===== src/rtl/io_timer.sv =====
// io_timer: memory-mapped timer/counter on its own 4 KiB I/O page.
//
// Ports:
//   i_clk    - system clock, all state on rising edge
//   i_reset  - asynchronous active-low reset
//   i_addr   - byte address from the LSU; register select is i_addr[4:2]
//   i_wdata  - lane-aligned store data
//   i_bmask  - byte-lane write enables
//   i_wren   - store strobe, qualified internally by the page hit
//   o_sel    - combinational page hit
//   o_rdata  - combinational read data, 0 when o_sel is low
//   o_irq    - level interrupt, IRQ_EN & (MATCH | OVF)
//
// Register map: 0x00 CTRL {PRESCALE[15:8], IRQ_EN[2], AUTO_RELOAD[1], EN[0]},
// 0x04 COUNT, 0x08 COMPARE, 0x0C STATUS {OVF[1], MATCH[0]} (W1C via lane 0),
// 0x10-0x1C reserved.
module io_timer #(
  parameter logic [31:0] BASE_ADDR = 32'h1000_5000
) (
  input  logic        i_clk,
  input  logic        i_reset,
  input  logic [31:0] i_addr,
  input  logic [31:0] i_wdata,
  input  logic [3:0]  i_bmask,
  input  logic        i_wren,
  output logic        o_sel,
  output logic [31:0] o_rdata,
  output logic        o_irq
);

  localparam logic [2:0] REG_CTRL    = 3'd0;
  localparam logic [2:0] REG_COUNT   = 3'd1;
  localparam logic [2:0] REG_COMPARE = 3'd2;
  localparam logic [2:0] REG_STATUS  = 3'd3;

  // Byte-lane merge of a store into an existing register value.
  function automatic logic [31:0] merge_bytes(
    input logic [31:0] old_val,
    input logic [31:0] wdata,
    input logic [3:0]  bmask
  );
    logic [31:0] res;
    res = old_val;
    for (int b = 0; b < 4; b++) begin
      if (bmask[b]) res[8*b +: 8] = wdata[8*b +: 8];
    end
    return res;
  endfunction

  // Wrapping increment; bit 32 flags the FFFF_FFFF -> 0 wrap.
  function automatic logic [32:0] count_inc(input logic [31:0] val);
    return {1'b0, val} + 33'd1;
  endfunction

  logic        en;
  logic        auto_reload;
  logic        irq_en;
  logic [7:0]  prescale;
  logic [31:0] count;
  logic [31:0] compare;
  logic        match;
  logic        ovf;
  logic [7:0]  prs;

  logic [2:0]  reg_sel;
  logic        wr_ctrl;
  logic        wr_count;
  logic        wr_compare;
  logic        wr_status;
  logic [31:0] ctrl_word;
  logic [31:0] ctrl_new;
  logic        tick;
  logic        is_match;
  logic [32:0] cnt_inc;
  logic        set_match;
  logic        set_ovf;
  logic        clr_match;
  logic        clr_ovf;

  assign o_sel   = (i_addr[31:12] == BASE_ADDR[31:12]);
  assign reg_sel = i_addr[4:2];

  always_comb begin
    wr_ctrl    = i_wren & o_sel & (reg_sel == REG_CTRL);
    wr_count   = i_wren & o_sel & (reg_sel == REG_COUNT);
    wr_compare = i_wren & o_sel & (reg_sel == REG_COMPARE);
    wr_status  = i_wren & o_sel & (reg_sel == REG_STATUS);

    ctrl_word  = {16'd0, prescale, 5'd0, irq_en, auto_reload, en};
    ctrl_new   = merge_bytes(ctrl_word, i_wdata, i_bmask);

    // >= so that lowering PRESCALE below the running prs ticks at once.
    tick       = en & (prs >= prescale);
    is_match   = (count == compare);
    cnt_inc    = count_inc(count);

    // A COUNT store on a tick cycle suppresses match/overflow evaluation.
    set_match  = tick & ~wr_count & is_match;
    set_ovf    = tick & ~wr_count & ~(is_match & auto_reload) & cnt_inc[32];

    clr_match  = wr_status & i_bmask[0] & i_wdata[0];
    clr_ovf    = wr_status & i_bmask[0] & i_wdata[1];
  end

  always_ff @(posedge i_clk or negedge i_reset) begin
    if (!i_reset) begin
      en          <= 1'b0;
      auto_reload <= 1'b0;
      irq_en      <= 1'b0;
      prescale    <= 8'd0;
    end else if (wr_ctrl) begin
      en          <= ctrl_new[0];
      auto_reload <= ctrl_new[1];
      irq_en      <= ctrl_new[2];
      prescale    <= ctrl_new[15:8];
    end
  end

  always_ff @(posedge i_clk or negedge i_reset) begin
    if (!i_reset) begin
      prs <= 8'd0;
    end else if (!en || (wr_ctrl && !ctrl_new[0]) || tick) begin
      prs <= 8'd0;
    end else begin
      prs <= prs + 8'd1;
    end
  end

  always_ff @(posedge i_clk or negedge i_reset) begin
    if (!i_reset) begin
      count <= 32'd0;
    end else if (wr_count) begin
      count <= merge_bytes(count, i_wdata, i_bmask);
    end else if (tick) begin
      count <= (is_match && auto_reload) ? 32'd0 : cnt_inc[31:0];
    end
  end

  always_ff @(posedge i_clk or negedge i_reset) begin
    if (!i_reset) begin
      compare <= 32'd0;
    end else if (wr_compare) begin
      compare <= merge_bytes(compare, i_wdata, i_bmask);
    end
  end

  // Set beats clear when both land on the same edge.
  always_ff @(posedge i_clk or negedge i_reset) begin
    if (!i_reset) begin
      match <= 1'b0;
      ovf   <= 1'b0;
    end else begin
      match <= set_match | (match & ~clr_match);
      ovf   <= set_ovf | (ovf & ~clr_ovf);
    end
  end

  always_comb begin
    o_rdata = 32'd0;
    if (o_sel) begin
      case (reg_sel)
        REG_CTRL:    o_rdata = ctrl_word;
        REG_COUNT:   o_rdata = count;
        REG_COMPARE: o_rdata = compare;
        REG_STATUS:  o_rdata = {30'd0, ovf, match};
        default:     o_rdata = 32'd0;
      endcase
    end
  end

  assign o_irq = irq_en & (match | ovf);

endmodule


===== config.mk =====
export PLATFORM = sky130hd
export DESIGN_NAME = io_timer
export DESIGN_NICKNAME = d
export VERILOG_FILES = /design/src/rtl/io_timer.sv
export SDC_FILE = /design/constraint.sdc
export NUM_CORES = 1
export LEC_CHECK = 0
export BUFFER_PORTS_ARGS = -buffer_cell sky130_fd_sc_hd__buf_2
export CAP_MARGIN = 20
export CORE_MARGIN = 2
export CORE_UTILIZATION = 57
export DETAILED_ROUTE_END_ITERATION = 10
export HOLD_SLACK_MARGIN = 0.12
export PLACE_DENSITY = 0.94
export SLEW_MARGIN = 20
export SYNTH_ARGS = -nofsm -noshare
export SYNTH_HDL_FRONTEND = slang
export SYNTH_SLANG_ARGS = --single-unit

===== constraint.sdc =====
create_clock -name i_clk -period 3.5 [get_ports i_clk]
set_input_delay 0.175 -clock i_clk [delete_from_list [all_inputs] [get_ports i_clk]]
set_output_delay 0.175 -clock i_clk [all_outputs]
set_load 0.01 [all_outputs]

==> metrics <==
Finish-stage setup viols=0; max-cap check violation count=0; post_cts resized=0; Die Height=104 µm; worst-path fanout max=15; CTS tree=yes; top_reg_cell synth=dfrtp_1; post-layout util=69.6%; Clock Latency Late Sink=370 ps; initial antenna violation count=0; Req. time, crit path=3770 ps; largest net degree at the start of global routing=86; nets=818; Clock Tree Buf Depth=2; total grt overflow=0; Starting Density=roughly three fifths; 1st-iter DRT viols=575; crit path DAT=3060 ps; fraction of layout cells with a size suffix above 1=24.4%; P_leak=2.99 nW; ANT nets after route=0; syn_area_per_cell=9.02 µm²; Ys Warns=0; crit end category=flip-flop; Async SR Flop Fraction=100%; worst hold slack=between 200 and 250 ps; DP HPWL=12300 µm; DR pass1 iterations=6; PortBufs=95; Routed WL per cell=between 15 and 20 µm; DRC violation count after routing=0; vias in the first global route=around 5800; Post-synth top cells=85 x dfrtp_1, 65 x nor2_1, 43 x mux2_2; Die ar.=between 10000 and 15000 µm²; Slew @ Worst Pin=slightly below 800 ps; Vias/cell=6.62; Final Skew=10.6 ps; FF+latch count, synth=85; Num CTS Buffers=9; final worst-path cycle share=79.6%; antenna cells=0; final RePlAce weighted congestion=0.977; CORE AREA=9680 µm²; Post-Syn Area=5650 µm²; Die X=104 µm; max-slew violations=0; slew margin rel.=47.2%; Worst Hold Class=in -> reg; Fillers=about 700; row count=36; area added between synthesis and finish=19.3%; status=finished clean; Post-CTS Repair Setup Buffers=0; count leader, synth=dfrtp_1; Crit Path Class=reg -> reg; Yosys top cell by area=dfrtp_1; Fmax=359 MHz; Yosys cell types=61; Total Wirelength=17300 µm; vias=5787; H-Tree Depth=3; top-area cell type share of the netlist area=a little under two fifths; CP Launch Type=flip-flop; CTS Hold Bufs=33; Fin. Hold Viols=0; Max IR drop VDD=0.179 mV; post-synthesis sequential area ratio=37.7%; syn_nets=707; main area contributors after synthesis=dfrtp_1 38%, mux2_2 8.6%, xnor2_1 5.1%; post-layout instance count excluding filler cells=874; RSZ-0062 raised after global routing=false; global-route usage over all layers=about a third; CTS clk-pin slew, worst paths=90 ps; number of synthesized flops with an enable pin=0; IO Pins=roughly 110; CTS root buffer=clkbuf_8; minimum clock period=2790 ps; PwrDens=roughly 260 nW/µm²; placed cell count=between 800 and 900; first-pass GRT wire length=28500 µm; clk sink count=85; setup_tns=0 ps; Tot Pwr=1.73 mW; Syn Inst Count=626
-- per-stage QoR --
step / setup slack [ps] / instance area (µm²)
final: 715 / 6740
after global routing: 556 / 6740
after CTS: 772 / 6740
after detailed placement: 605 / 6250
after global placement: 717 / 6250
after floorplan: 958 / 5650
-- where the power goes --
group / internal, mW / switching (mW) / leakage, nW
Combinational: 0.0616 / 0.0731 / 1.78
Sequential: 0.981 / 0.00000325 / 1.13
Clock: 0.254 / 0.360 / 0.0792
-- cell type report --
type                    count  area (µm²)  area share [%]
inverters                  27         101            1.50
multi-input cells         470        3250            48.3
repair buffers            144         932            13.8
clock buffers              11         131            1.95
well taps                 133         166            2.47
clock inverters             4        26.3           0.390
flip-flops and latches     85        2130            31.6
-- routing by layer --
layer  vias to the layer above  wire length (µm)  track usage, %
li1                       2553                 -               -
met1                      2753              6390            39.5
met4                         0               612            15.6
met3                        73              1650            5.79
met5                         -                 0               0
met2                       408              8700            57.0
-- worst max-delay path, stage by stage, from the launching register on --
cell	delay, ps
dfrtp_1	450
inv_1	80
ha_1	280
nand2b_1	170
a2111o_1	430
a31oi_1	190
buf_4	230
a2bb2oi_2	540
a31oi_1	110
o22ai_1	210
-- final timing paths --
kind	from	end	slack, ps	depth (start not counted)
max reg2reg	prs[0]	count[4]	710	9
min	i_bmask[3]	count[29]	220	3
min in group asynchronous	i_reset	count[27]	440	2
max	prs[0]	count[4]	710	9
max in group asynchronous	i_reset	ovf	2520	2
min reg2reg	prescale[6]	prescale[6]	550	1
-- cells by family (layout without fill, tap and decap cells) --
logic type,Yosys count,in the layout,share of synthesized area (%)
AND/OR/NAND/NOR,210,210,18.6
multiplexers,53,53,10.6
flip-flops,85,85,37.7
AO/OA/AOI/OAI,159,159,20.3
buffers and inverters,71,186,4.83
XOR/XNOR,38,38,5.89
adder cells (fa/ha/maj),10,10,2.21
-- cell usage in the layout (no fill, tap or decap), types with 3 or more instances in the layout --
cell type,instances
nand4_1,17
dlygate4sd3_1,33
and2_1,3
nand2b_1,3
o31ai_1,5
a22o_1,5
nand3_1,27
xor2_1,5
clkbuf_8,9
mux2_2,43
a31oi_1,10
inv_1,27
nor3_1,13
buf_4,16
xnor2_1,33
dfrtp_1,85
o2bb2ai_1,9
nor2_1,65
o211ai_1,4
and4_1,3
a2bb2oi_1,9
o22ai_1,10
nor4b_1,3
nand2_1,38
o21ai_0,16
a21oi_1,28
ha_1,10
nor4_1,9
a31o_2,4
o41ai_1,6
buf_2,94
and3_1,14
or2_2,3
or3_1,3
mux2i_1,9
a22oi_1,32
-- state kept, by name, summed over array words and instances, names as in the netlist --
name and flops:
irq_en 1, compare 32, prescale 8, match 1
count 32, ovf 1, prs 8, auto_reload 1
en 1
(Power assumes the default switching activity.)
